File: config.mk
export PLATFORM = sky130hd
export DESIGN_NAME = seven_seg_scanner
export DESIGN_NICKNAME = d
export VERILOG_FILES = /design/src/rtl/seven_seg_scanner_pkg.sv /design/src/rtl/seven_seg_scanner_hex_to_seg.sv /design/src/rtl/seven_seg_scanner.sv
export SDC_FILE = /design/constraint.sdc
export NUM_CORES = 1
export LEC_CHECK = 0
export CAP_MARGIN = 40
export CORE_ASPECT_RATIO = 0.8
export CORE_MARGIN = 2
export CORE_UTILIZATION = 40
export CTS_CLUSTER_DIAMETER = 40
export DETAILED_ROUTE_END_ITERATION = 16
export DONT_BUFFER_PORTS = 1
export PLACE_DENSITY = 0.59
export SYNTH_ARGS = -nofsm -noshare
export SYNTH_HDL_FRONTEND = slang
export SYNTH_SLANG_ARGS = --single-unit
File: constraint.sdc
create_clock -name clk -period 2.7 [get_ports clk]
set_input_delay 0.54 -clock clk [delete_from_list [all_inputs] [get_ports clk]]
set_output_delay 0.54 -clock clk [all_outputs]
set_load 0.05 [all_outputs]
File: src/rtl/seven_seg_scanner_pkg.sv
// Shared constants, glyph table and scan-state type for the multiplexed 7-segment scanner.
package seven_seg_scanner_pkg;

  localparam int unsigned SEG_W      = 7;
  localparam int unsigned MAX_DIGITS = 8;

  localparam logic [SEG_W-1:0] SEG_OFF = 7'h7F;

  // Active-low {g,f,e,d,c,b,a} glyphs for hex digits 0..F
  localparam logic [SEG_W-1:0] GLYPH [16] = '{
    7'h40, 7'h79, 7'h24, 7'h30, 7'h19, 7'h12, 7'h02, 7'h78,
    7'h00, 7'h10, 7'h08, 7'h03, 7'h46, 7'h21, 7'h06, 7'h0E
  };

  typedef enum logic {
    BLANK = 1'b0,
    DRIVE = 1'b1
  } scan_state_e;

  function automatic logic [MAX_DIGITS-1:0] anode_off();
    return '1;
  endfunction

  function automatic logic [MAX_DIGITS-1:0] anode_drive(input logic [2:0] idx);
    return ~(MAX_DIGITS'(1) << idx);
  endfunction

endpackage

File: src/rtl/seven_seg_scanner_hex_to_seg.sv
// Combinational hex nibble to active-low 7-segment glyph decoder.
module seven_seg_scanner_hex_to_seg
  import seven_seg_scanner_pkg::*;
(
  input  logic [3:0]       nibble_i,
  output logic [SEG_W-1:0] seg_c
);

  always_comb begin
    seg_c = GLYPH[nibble_i];
  end

endmodule

File: src/rtl/seven_seg_scanner.sv
// Time-multiplexed hex display scanner with anti-ghost blanking, leading-zero
// suppression and a frame-aligned (tear-free) value update handshake.
module seven_seg_scanner
  import seven_seg_scanner_pkg::*;
#(
  parameter int unsigned NUM_DIGITS    = 4,
  parameter int unsigned DIGIT_CYCLES  = 100000,
  parameter int unsigned BLANK_CYCLES  = 2000,
  parameter int unsigned BLANK_LEADING = 1
) (
  input  logic                    clk,
  input  logic                    rst,
  input  logic                    en,
  input  logic                    load_valid,
  output logic                    load_ready,
  input  logic [4*NUM_DIGITS-1:0] load_value,
  input  logic [NUM_DIGITS-1:0]   load_dp,
  output logic [NUM_DIGITS-1:0]   an,
  output logic [SEG_W-1:0]        seg,
  output logic                    dp
);

  localparam int unsigned CNT_W = $clog2(DIGIT_CYCLES);
  localparam int unsigned IDX_W = $clog2(NUM_DIGITS);
  localparam int unsigned VAL_W = 4 * NUM_DIGITS;

  logic [CNT_W-1:0]      slot_cnt_q, slot_cnt_d;
  logic [IDX_W-1:0]      digit_idx_q;
  scan_state_e           state_q;
  logic                  pend_q;
  logic                  ready_q;
  logic [VAL_W-1:0]      pend_val_q, shad_val_q;
  logic [NUM_DIGITS-1:0] pend_dp_q, shad_dp_q;
  logic [NUM_DIGITS-1:0] an_q;
  logic [SEG_W-1:0]      seg_q;
  logic                  dp_q;

  logic             last_slot, last_digit, frame_end;
  logic [IDX_W-1:0] msnz;
  logic             blanked;
  logic [3:0]       cur_nib;
  logic             cur_dp;
  logic [SEG_W-1:0] glyph_c;

  assign last_slot  = (slot_cnt_q == CNT_W'(DIGIT_CYCLES - 1));
  assign last_digit = (digit_idx_q == IDX_W'(NUM_DIGITS - 1));
  assign frame_end  = last_slot && last_digit;
  assign slot_cnt_d = last_slot ? '0 : slot_cnt_q + 1'b1;

  // Current digit's nibble/dp and the index of the most significant nonzero nibble
  always_comb begin
    cur_nib = 4'h0;
    cur_dp  = 1'b0;
    msnz    = '0;
    for (int unsigned i = 0; i < NUM_DIGITS; i++) begin
      if (IDX_W'(i) == digit_idx_q) begin
        cur_nib = shad_val_q[4*i +: 4];
        cur_dp  = shad_dp_q[i];
      end
      if (shad_val_q[4*i +: 4] != 4'h0) msnz = IDX_W'(i);
    end
  end

  assign blanked = (BLANK_LEADING != 0) && (digit_idx_q > msnz);

  seven_seg_scanner_hex_to_seg u_hex_to_seg (
    .nibble_i (cur_nib),
    .seg_c    (glyph_c)
  );

  always_ff @(posedge clk or posedge rst) begin
    if (rst) begin
      slot_cnt_q  <= '0;
      digit_idx_q <= '0;
      state_q     <= BLANK;
      pend_q      <= 1'b0;
      ready_q     <= 1'b1;
      pend_val_q  <= '0;
      pend_dp_q   <= '0;
      shad_val_q  <= '0;
      shad_dp_q   <= '0;
      an_q        <= NUM_DIGITS'(anode_off());
      seg_q       <= SEG_OFF;
      dp_q        <= 1'b1;
    end else begin
      slot_cnt_q <= slot_cnt_d;
      if (last_slot) digit_idx_q <= last_digit ? '0 : digit_idx_q + 1'b1;
      state_q <= (slot_cnt_d < CNT_W'(BLANK_CYCLES)) ? BLANK : DRIVE;

      case (state_q)
        BLANK: begin
          an_q <= NUM_DIGITS'(anode_off());
          // Segments settle during the blank window before the anode turns on
          if (slot_cnt_q == '0) begin
            seg_q <= glyph_c;
            dp_q  <= blanked | ~cur_dp;
          end
        end
        DRIVE: begin
          an_q <= (en && !blanked) ? NUM_DIGITS'(anode_drive(3'(digit_idx_q)))
                                   : NUM_DIGITS'(anode_off());
        end
        default: an_q <= NUM_DIGITS'(anode_off());
      endcase

      // Capture into pending; commit to shadow only on the last cycle of a frame
      if (load_valid && ready_q) begin
        pend_q     <= 1'b1;
        ready_q    <= 1'b0;
        pend_val_q <= load_value;
        pend_dp_q  <= load_dp;
      end else if (frame_end && pend_q) begin
        pend_q     <= 1'b0;
        ready_q    <= 1'b1;
        shad_val_q <= pend_val_q;
        shad_dp_q  <= pend_dp_q;
      end
    end
  end

  assign load_ready = ready_q;
  assign an         = an_q;
  assign seg        = seg_q;
  assign dp         = dp_q;

endmodule

Word-level counts from Yosys, hierarchy flattened
Memory sizes are Yosys's and may differ from the RTL's. A register that Yosys moved wholly into a read port is not among the register bits.
Index checks and enable logic that the tools add are counted.
{"block": "totals", "rom_bits": 112, "out_inout_bits": 13, "inputBits": 24, "register_bits": 67, "memories": 1}
{"block": "op_classes", "eq_ne": 5, "n_reduce_logical": 13, "addsub": 2, "shift": 1, "n_lt_le_gt_ge": 2, "bitwise": 6, "muxes": 20}
{"name": "(no name shown)", "words": 16, "width": 7, "rd": 1, "rd_ports_with_merged_regs": 1, "write_ports": 0, "line": "seven_seg_scanner_hex_to_seg.sv:10", "text": "seg_c = GLYPH[nibble_i];"}
{"cell": "$mux 4", "count": 5}
{"cell": "$add 17x1->17 const B", "count": 1}
{"cell": "$eq 17x17->1 const B", "count": 1}
{"cell": "$logic_not 17->1", "count": 1}
{"cell": "$lt 17x11->1 const B", "count": 1}
{"cell": "$mux 17", "count": 1}
{"cell": "$reduce_bool 4->1", "count": 3}
{"cell": "$mux 1", "count": 10}
{"cell": "$pmux 4 s2", "count": 1}
{"cell": "$mux 2", "count": 3}
{"cell": "$not 4->5", "count": 1}
{"cell": "$eq 2x2->1 const A", "count": 2}
{"cell": "$logic_and 1x1->1", "count": 4}
{"cell": "$not 4->4", "count": 1}
{"cell": "$reduce_and 2->1", "count": 2}
{"cell": "$shl 1x2->4 const A", "count": 1}
{"cell": "$not 1->1", "count": 3}
{"cell": "$add 2x1->2 const B", "count": 1}
{"cell": "$eq 1x2->1 const A", "count": 1}
{"cell": "$eq 2x2->1 const B", "count": 1}
{"cell": "$gt 2x2->1", "count": 1}
{"cell": "$logic_not 2->1", "count": 1}
{"cell": "$reduce_bool 2->1", "count": 1}
{"cell": "$logic_not 1->1", "count": 1}
{"cell": "$or 1x1->1", "count": 1}

Depth between registers and ports, before layout
{"block": "depth", "word_depth": 9, "mapped_depth": 12, "mapped_depth_nobuf": 11}

Cells and area by module
A second synthesis with hierarchy kept.
{"block": "hier_totals", "hier_cells": 314, "area_unflattened_um2": 3699.8}
{"mod": "seven_seg_scanner", "instances": 1, "cells_each": 283, "area_per_inst_um2": 3437.0}
{"mod": "seven_seg_scanner_hex_to_seg", "instances": 1, "cells_each": 31, "area_per_inst_um2": 262.8}

Least setup slack after synthesis
Ideal clock, no wire load.
{"block": "synth_path", "path_kind": "register -> register", "startpoint": "register digit_idx_q[0]", "endpoint": "register seg_q[3], in the netlist seg[3]", "path_slack_ns": 0.489, "path_stages_with_launch": 13, "t_arrival_ns": 2.129, "period_less_slack_ns": 2.211, "path_buffers": 1, "cell_sequence": "dfrtp_1 > inv_1 > ha_1 > clkbuf_1 > nor2_1 > o211ai_1 > o311a_1 > inv_1 > ha_1 > nand2_1 > o211ai_1 > o21ai_0 > mux2_2"}
{"block": "synth_between", "elab_chain_len": 6, "elab_cells_between_ends": 9}
{"item": "start, declared", "line": "seven_seg_scanner.sv:28", "text": "logic [IDX_W-1:0] digit_idx_q;"}
{"item": "start signal, assigned", "line": "seven_seg_scanner.sv:87", "text": "if (last_slot) digit_idx_q <= last_digit ? '0 : digit_idx_q + 1'b1;"}
{"item": "$logic_not 2->1", "line": "seven_seg_scanner.sv:56", "text": "if (IDX_W'(i) == digit_idx_q) begin"}
{"item": "$mux 4 (3 in series)", "line": "seven_seg_scanner.sv:56"}
{"item": "$mux 4 (*)", "line": "seven_seg_scanner.sv:56"}
{"item": "$not 4->5 (implied by the code) (*)", "line": "seven_seg_scanner_hex_to_seg.sv:10"}
{"item": "end, declared", "line": "seven_seg_scanner.sv:35", "text": "logic [SEG_W-1:0] seg_q;"}
Every way passes the cells marked *; elsewhere a longest branch is shown, timed or not.
A chain may end at the register's enable or synchronous reset.

Final worst setup path
Same ends and word-level chain as after synthesis.

==> results.sh <==
export IMPL_cp_start_kind="flop"
export IMPL_netlist_cell_type_count=53
export IMPL_p_per_area_mw_per_mm2=580
export IMPL_postCtsHoldBufs=0
export IMPL_cts_resized_gates=0
export IMPL_cts_sinks=74
export IMPL_max_freq_mhz=406
export IMPL_synth_edf_count=0
export IMPL_area_delta_synth_final_pct=12.0
export IMPL_required_ns=2.96
export IMPL_avgRoutedWirePerCell_um=15.9
export IMPL_yosysMostFrequentCell="dfrtp_1"
export IMPL_gp_congestion=0.836
export IMPL_netlist_instances=331
export IMPL_die_w_um=112
export IMPL_status="completed"
export IMPL_firstDrtPassIters=4
export IMPL_max_slew_margin_pct=56.6
export IMPL_drv_cap=0
export IMPL_hold_viol=0
export IMPL_synthArstFlopShare_pct=100
export IMPL_setup_viol=0
export IMPL_cts_tree="built"
export IMPL_wl_um=7230
export IMPL_core_rowCount=31
export IMPL_final_cells=454
export IMPL_grt_first_pass_wirelength_um=12300
export IMPL_postCtsSetupBuffers=0
export IMPL_cts_inserted_buffers=9
export IMPL_grt_usage_pct=15.6
export IMPL_ir_drop_v=0.000359
export IMPL_worst_pin_slew_ns=0.651
export IMPL_netlist_area_sq_mm=0.00373
export IMPL_critPathArrivalTime_ns=2.72
export IMPL_finalClockSkew_ns=0.00686
export IMPL_first_iter_violations=175
export IMPL_place_ws_ns=0.277
export IMPL_initial_utilization_pct=41.2
export IMPL_vias=2422
export IMPL_synth_seq_area_share_pct=50.1
export IMPL_fin_crit_sh_pct=91.2
export IMPL_htree_levels=3
export IMPL_nFillCells=825
export IMPL_ys_ff_latch=74
export IMPL_drive_above_1_share_pct=22.7
export IMPL_drc=0
export IMPL_die_area_sq_mm=0.0101
export IMPL_synth_top_cell_area_share_pct=41.0
export IMPL_criticalPathCategory="flop to flop"
export IMPL_clk_pin_slew_ns=0.06
export IMPL_drtAntennaViolNets=0
export IMPL_fin_tns_setup_ns=0
export IMPL_grt_max_degree=34
export IMPL_synthFlopType="dfrtp_1"
export IMPL_maxSlewViolCount=0
export IMPL_period_needed_ns=2.46
export IMPL_port_buffer_count=0
export IMPL_final_cell_area_sq_mm=0.00417
export IMPL_overflow=0
export IMPL_synthTopCellsByArea="dfrtp_1 41%, mux2_2 9.4%, dfstp_2 9.2%"
export IMPL_syn_nets=369
export IMPL_vias_per_cell=5.33
export IMPL_clk_latency_ns=0.33
export IMPL_postLayoutCoreUtil_pct=46.2
export IMPL_cts_root_buf="clkbuf_16"
export IMPL_syn_area_per_cell_sq_um=11.3
export IMPL_final_nets=372
export IMPL_clockBufferDepth=2
export IMPL_fin_ws_ns=0.238
export IMPL_p_leak_nw=1.88
export IMPL_min_path_type="input port to async pin"
export IMPL_io_pins=37
export IMPL_diodes=0
export IMPL_die_y_um=90.3
export IMPL_critPathCaptureType="flop"
export IMPL_yosysTopAreaCell="dfrtp_1"
export IMPL_grt_pass1_vias=2407
export IMPL_core_area_sq_mm=0.00904
export IMPL_dp_hpwl_um=5320
export IMPL_dpl_cell_area_sq_mm=0.00385
export IMPL_yosys_top_cells_count="61 x dfrtp_1, 33 x nand2_1, 31 x mux2_2, 24 x nor2_1"
export IMPL_ys_warn_count=0
export IMPL_cp_max_fo=9
export IMPL_place_inst=438
export IMPL_antenna_found_initial=0
export IMPL_rsz0062_at_grt="false"
==> power breakdown <==
| group | leakage [nW] | internal, mW | switching, mW |
|---|---|---|---|
| clock | 0.156 | 0.794 | 0.428 |
| combinational | 0.779 | 0.0227 | 0.0269 |
| sequential | 0.950 | 1.14 | 0.0130 |
==> worst max-delay path, cell delays in order (launching register included) <==
cell      delay, ns
dfrtp_1        0.41
inv_1          0.13
ha_1           0.36
nor2_1         0.13
o211ai_1       0.11
o311a_1        0.30
inv_1          0.13
ha_1           0.29
nand2_1        0.05
o211ai_1       0.12
o21ai_0        0.09
mux2_2         0.26
==> stage by stage <==
stage               hold WS (ns)  power, mW
floorplan                  0.446       1.20
global placement           0.462       1.22
detailed placement         0.474       1.22
CTS                        0.146       2.47
global route               0.163       2.53
finish                     0.139       2.42
==> flip-flops by register name, indices dropped and copies added, names as in the netlist <==
name and flops:
an 4, digit_idx_q 2, dp 1, load_ready 1, pend_dp_q 4, pend_q 1, pend_val_q 16, seg 7
shad_dp_q 4, shad_val_q 16, slot_cnt_q 17, state_q 1
==> per-layer routing <==
metal	up-vias	wire [um]	GRT usage, %
met5	-	0	0
met1	1185	3770	22.8
met4	0	105	5.14
li1	1178	-	-
met3	10	392	5.97
met2	49	2970	21.2
==> area by class of cell <==
cell class / count / area (sq um) / share of cell area, %
Sequential cell: 74 / 1870 / 44.8
Multi-Input combinational cell: 228 / 1710 / 41.1
Clock buffer: 13 / 270 / 6.48
Tap cell: 115 / 144 / 3.45
Timing Repair Buffer: 10 / 87.6 / 2.10
Clock inverter: 3 / 47.5 / 1.14
Inverter: 11 / 41.3 / 0.990
==> worst paths after layout <==
| path | from | end | slack (ns) | cells past startpoint |
|---|---|---|---|---|
| min in group clk | load_valid | load_ready | 0.27 | 1 |
| max | digit_idx_q[0] | seg[3] | 0.24 | 11 |
| max in group asynchronous | rst | seg[4] | 1.85 | 2 |
| max reg2reg | digit_idx_q[0] | seg[3] | 0.24 | 11 |
| min | rst | shad_dp_q[3] | 0.14 | 1 |
| min reg2reg | pend_q | pend_q | 0.48 | 2 |
==> placed cells by master, fill, tap and decap left out, types with 9 or more instances in the layout <==
cell type,Yosys,final
o21ai_0,10,10
dfrtp_1,61,61
dfstp_2,13,13
clkbuf_16,0,9
nor2_1,24,24
nand2_1,33,33
mux2_2,31,31
ha_1,14,14
buf_4,2,9
inv_1,11,10
mux2_1,14,14
xnor2_1,10,10
==> kinds of logic (layout without fill, tap and decap cells) <==
logic type / Yosys count / count (layout) / share of synthesized area [%]
AO/OA/AOI/OAI: 40 / 40 / 6.92
XOR/XNOR: 14 / 14 / 3.29
adder cells (fa/ha/maj): 14 / 14 / 4.70
buffers and inverters: 29 / 37 / 3.89
flip-flops: 74 / 74 / 50.1
multiplexers: 48 / 48 / 14.4
AND/OR/NAND/NOR: 112 / 112 / 16.7
No activity file was read; power rests on OpenSTA's default activity.
